<file path="src/rtl/dac_pkg.sv">
// Shared types and widths for the SPI DAC serializer.
// Frame layout: {command nibble, 12-bit DAC code}, shifted MSB first.
package dac_pkg;

   localparam int DAC_DATA_W  = 12;
   localparam int DAC_CMD_W   = 4;
   localparam int DAC_FRAME_W = 16;

   typedef enum logic [1:0] {
      IDLE,
      SHIFT,
      GAP
   } state_t;

   function automatic logic [DAC_FRAME_W-1:0] dac_frame(
      input logic [DAC_CMD_W-1:0]  cmd,
      input logic [DAC_DATA_W-1:0] data
   );
      return {cmd, data};
   endfunction

endpackage

</file>
<file path="src/rtl/dac_spi_tick.sv">
// Half-period timebase: one-cycle tick every CLKDIV cycles while enabled.
// Counter is held clear while disabled, so each enable rise restarts the period.
module dac_spi_tick #(
   parameter int CLKDIV = 4
) (
   input  logic clk,
   input  logic rst_n,
   input  logic en,
   output logic tick
);

   localparam int            CW   = $clog2(CLKDIV + 1);
   localparam logic [CW-1:0] LAST = CW'(CLKDIV - 1);

   logic [CW-1:0] cnt;

   assign tick = en && (cnt == LAST);

   always_ff @(posedge clk or negedge rst_n) begin
      if (!rst_n) begin
         cnt <= '0;
      end else if (!en || tick) begin
         cnt <= '0;
      end else begin
         cnt <= cnt + CW'(1);
      end
   end

endmodule

</file>
<file path="src/rtl/dac_spi_serializer.sv">
// 16-bit SPI frame serializer for a 12-bit DAC; ready only while idle, 32*CLKDIV+1 cycles per frame plus gap.
// Optional DAC_SER_LDAC_EN adds an LDAC_N strobe during the first CLKDIV cycles of the inter-frame gap.
module dac_spi_serializer
   import dac_pkg::*;
#(
   parameter int                   CLKDIV    = 4,
   parameter logic [DAC_CMD_W-1:0] CMD       = 4'b0011,
   parameter int                   FRAME_GAP = 2
) (
   input  logic                  CLK,
   input  logic                  RST,
   input  logic [DAC_DATA_W-1:0] DATA,
   input  logic                  DATA_VALID,
   output logic                  DATA_READY,
   output logic                  SCLK,
   output logic                  MOSI,
   output logic                  CS_N,
   output logic                  BUSY
`ifdef DAC_SER_LDAC_EN
   ,
   output logic                  LDAC_N
`endif
);

`ifdef DAC_SER_LDAC_EN
   localparam int GAP_LEN = FRAME_GAP + CLKDIV;
   localparam logic [8:0] LD_LAST = 9'(CLKDIV - 1);
`else
   localparam int GAP_LEN = FRAME_GAP;
`endif
   localparam logic [8:0] GAP_LAST = 9'(GAP_LEN - 1);

   state_t                 state;
   logic [DAC_FRAME_W-2:0] shreg;
   logic [3:0]             bit_cnt;
   logic [8:0]             gap_cnt;
   logic [DAC_FRAME_W-1:0] frame_in;
   logic                   tick;

   assign frame_in = dac_frame(CMD, DATA);

   dac_spi_tick #(.CLKDIV(CLKDIV)) u_tick (
      .clk   (CLK),
      .rst_n (RST),
      .en    (state == SHIFT),
      .tick  (tick)
   );

   always_ff @(posedge CLK or negedge RST) begin
      if (!RST) begin
         state      <= IDLE;
         shreg      <= '0;
         bit_cnt    <= '0;
         gap_cnt    <= '0;
         SCLK       <= 1'b0;
         MOSI       <= 1'b0;
         CS_N       <= 1'b1;
         DATA_READY <= 1'b0;
         BUSY       <= 1'b0;
`ifdef DAC_SER_LDAC_EN
         LDAC_N     <= 1'b1;
`endif
      end else begin
         case (state)
            IDLE: begin
               if (DATA_VALID && DATA_READY) begin
                  // Bit 15 goes straight to MOSI; the remaining 15 bits wait in shreg.
                  MOSI       <= frame_in[DAC_FRAME_W-1];
                  shreg      <= frame_in[DAC_FRAME_W-2:0];
                  bit_cnt    <= '0;
                  SCLK       <= 1'b0;
                  CS_N       <= 1'b0;
                  DATA_READY <= 1'b0;
                  BUSY       <= 1'b1;
                  state      <= SHIFT;
               end else begin
                  DATA_READY <= 1'b1;
               end
            end
            SHIFT: begin
               if (tick) begin
                  if (!SCLK) begin
                     SCLK <= 1'b1;
                  end else if (bit_cnt == 4'd15) begin
                     // End of the 16th high phase: no falling-edge data advance.
                     SCLK    <= 1'b0;
                     CS_N    <= 1'b1;
                     MOSI    <= 1'b0;
                     gap_cnt <= '0;
                     state   <= GAP;
`ifdef DAC_SER_LDAC_EN
                     LDAC_N  <= 1'b0;
`endif
                  end else begin
                     SCLK    <= 1'b0;
                     bit_cnt <= bit_cnt + 4'd1;
                     MOSI    <= shreg[DAC_FRAME_W-2];
                     shreg   <= {shreg[DAC_FRAME_W-3:0], 1'b0};
                  end
               end
            end
            GAP: begin
`ifdef DAC_SER_LDAC_EN
               if (gap_cnt == LD_LAST) begin
                  LDAC_N <= 1'b1;
               end
`endif
               if (gap_cnt == GAP_LAST) begin
                  DATA_READY <= 1'b1;
                  BUSY       <= 1'b0;
                  state      <= IDLE;
               end else begin
                  gap_cnt <= gap_cnt + 9'd1;
               end
            end
            default: state <= IDLE;
         endcase
      end
   end

endmodule

</file>
<file path="config.mk">
export PLATFORM = sky130hd
export DESIGN_NAME = dac_spi_serializer
export DESIGN_NICKNAME = d
export VERILOG_FILES = /design/src/rtl/dac_pkg.sv /design/src/rtl/dac_spi_tick.sv /design/src/rtl/dac_spi_serializer.sv
export SDC_FILE = /design/constraint.sdc
export NUM_CORES = 1
export LEC_CHECK = 0
export CORE_MARGIN = 10
export CORE_UTILIZATION = 25
export DETAILED_ROUTE_END_ITERATION = 6
export GPL_TIMING_DRIVEN = 0
export HOLD_SLACK_MARGIN = 0.03
export PLACE_DENSITY_LB_ADDON = 0.3
export SYNTH_ARGS = -nofsm -noshare
export SYNTH_HDL_FRONTEND = slang
export SYNTH_SLANG_ARGS = --single-unit
</file>
<file path="constraint.sdc">
create_clock -name CLK -period 3.8 [get_ports CLK]
set_input_delay 1.14 -clock CLK [delete_from_list [all_inputs] [get_ports CLK]]
set_output_delay 1.14 -clock CLK [all_outputs]
set_load 0.005 [all_outputs]
</file>
==> metrics.txt <==
port bufs 19; WS Path Type reg -> out; worst slew pin tran 322.6 ps; peak supply drop 184.0 uV; synth cell count leaders dfrtp_1, nand2_1, o21ai_0; IO Count 20; filler-free cell count of the finished design 294; post-synthesis instance total 170; Layout Nets 217; relative slew slack 78.41%; Die W 105.0 um; fill cell count 740; Root Buffer clkbuf_8; Fin Hold WS 446.7 ps; max incr delay on CP 530 ps; P&R area growth vs syn 23.08%; Critical Path Start Type flop; starting density of the core 26.14%; share of cells above drive strength 1 12.63%; DR vias 1274; reg2reg path depth 7; switching power 0.4028 mW; Max-Cap Viols 0; final WL 3.802 mm; Reg power frac 48.2%; GRT overflow 0; Yosys reg bits 38; power share of the clock group 22.7%; Final Cycle Share 64.47%; Setup TNS Final 0 ps; Mapped Area 1805 um^2; hold buffers post-CTS 0; RSZ-0062 raised after global routing false; Rows 30; TritonCTS Buffers 5; hold path depth 1; slowest CP cell dfstp_2; CTS H-Tree Depth 2; EDFF count, synth 0; crit path buf inv count 1; leakage power figure 0.9785 nW; post-CTS sizing 0; WL/cell 12.93 um; Die H 105.0 um; initial antenna violation count 0; DRC Markers 0; combinational fraction of design power 29.1%; Int Power 0.8633 mW; core area 6907 um^2; post-synthesis cell type count 39; outcome finished, final reports clean; TritonRoute pass-1 iters 4; Worst-Skew Late Latency 290 ps; R2R setup slack 1880 ps; Synth area leaders dfrtp_1, mux2i_1, o21ai_0, nand2_1, ha_1; Hold WC Path Type reg -> reg; first-pass GRT wire length 6.472 mm; Slew Limit Fails 0; setup bufs post-CTS 0; Worst EP required 2660 ps; GRT Resource Usage Total 7.119%; GP Congestion 0.7320; Post-Route Utilization 32.17%; Vias per Instance 4.333; Main synth FF type dfrtp_1; skew final 9.935 ps; worst-path fanout max 2; Final Hold Viols 0; DRT iter0 DRCs 92; CTS max path bufs 2; Achievable Freq 408.2 MHz; CTS tree built; pwr dens 569.8 nW/um^2; Diodes inserted 0; CP cell instances clkdlybuf4s50_1; sequential share of the synthesized area 52.74%; sw frac 31.81%; post-synthesis async set-or-reset flop share 100.0%; Detail Route Antenna Nets 0; Die ar. 11020 um^2; pin count of the biggest net entering global routing 39; area leader, netlist dfrtp_1; CP top delay family flip-flops; area share of the largest cell type after synthesis 51.28%; stages on the worst setup path 1; CTS Sinks 38; # setup viols final 0; Syn Area/Cell 10.62 um^2; Synth Warn # 0; Post-Syn Nets 190; CP endpoint kind primary output; HPWL Detailed 2.676 mm; minimum clock period after layout 2450 ps; register clock-pin slew on the reported worst setup and hold paths 80 ps; Inst Count DP 286; Worst EP arrival 1310 ps; vias in the first global route 1244; most numerous cell in the Yosys netlist dfrtp_1
-- power by group through the flow --
stage	clock network, mW	registers [mW]	logic (mW)
after global routing	0.314	0.627	0.434
after detailed placement	0	0.617	0.378
final	0.288	0.610	0.368
after global placement	0	0.615	0.365
after CTS	0.297	0.611	0.378
after floorplan	0	0.599	0.254
-- flip-flops by register name, indices dropped and copies added, names as in the netlist --
name	flops
shreg	15
gap_cnt	9
bit_cnt	4
u_tick.cnt	3
state	2
BUSY	1
CS_N	1
DATA_READY	1
MOSI	1
SCLK	1
-- per-layer routing --
| metal | wire [um] | share of wire, % | GRT usage [%] |
|---|---|---|---|
| met1 | 1921 | 51 | 9.373 |
| met2 | 1647 | 43 | 10.14 |
| met3 | 169 | 4.4 | 2.334 |
| met4 | 63 | 1.7 | 3.529 |
| met5 | 0 | 0 | 0 |
-- worst register-to-register path, cell delays in order (launching register included) --
cell,delay [ps]
dfrtp_1,390
ha_1,200
ha_1,240
and3b_1,190
buf_2,160
o211ai_4,260
buf_2,270
o21ai_0,110
-- cells by family after synthesis --
family / Yosys count / synth area share (%)
compound gates: 35 / 13.17
flops: 38 / 52.74
buf+inv: 11 / 3.257
fa+ha+maj: 5 / 3.465
simple gates: 64 / 18.09
xor+xnor: 3 / 1.456
mux: 14 / 7.831
-- per-stage QoR --
step,setup slack (ps),cell area [um^2],power [mW]
final,1350,2222,1.266
after global routing,1262,2222,1.375
after CTS,1333,2222,1.286
after detailed placement,1053,2131,0.9956
after global placement,569.7,2116,0.9801
after floorplan,1660,1805,0.8530
-- cell type report --
type | instances | area (um^2) | area share (%)
flip-flops and latches | 38 | 952.2 | 42.85
multi-input cells | 121 | 794.5 | 35.75
repair buffers | 20 | 205.2 | 9.234
well taps | 96 | 120.1 | 5.405
clock buffers | 7 | 86.33 | 3.885
plain buffers | 7 | 43.79 | 1.971
inverters | 4 | 15.01 | 0.6757
clock inverters | 1 | 5.005 | 0.2252
-- layout by cell type, fill, tap and decap left out, drive strengths merged, types with 2 or more instances in the layout --
master and instances:
dfrtp 37, nand2 25, o21ai 20, clkdlybuf4s50 18
mux2i 13, nor2 10, nand3 8, clkbuf 8
buf 8, ha 5, inv 4, nor3 3
nand4 3, and3 3, xor2 3, a21oi 3
o31ai 3, a21o 3, o211ai 3, nand2b 2
and2 2
-- worst paths after layout --
path                          startpoint       endpoint
min in group asynchronous            RST       shreg[7]
hold / removal             u_tick.cnt[0]  u_tick.cnt[0]
hold reg to reg            u_tick.cnt[0]  u_tick.cnt[0]
max in group asynchronous            RST           CS_N
setup reg to reg           u_tick.cnt[0]      shreg[14]
setup / recovery                    CS_N           CS_N
Note: power is estimated with default switching activity, not from simulation.
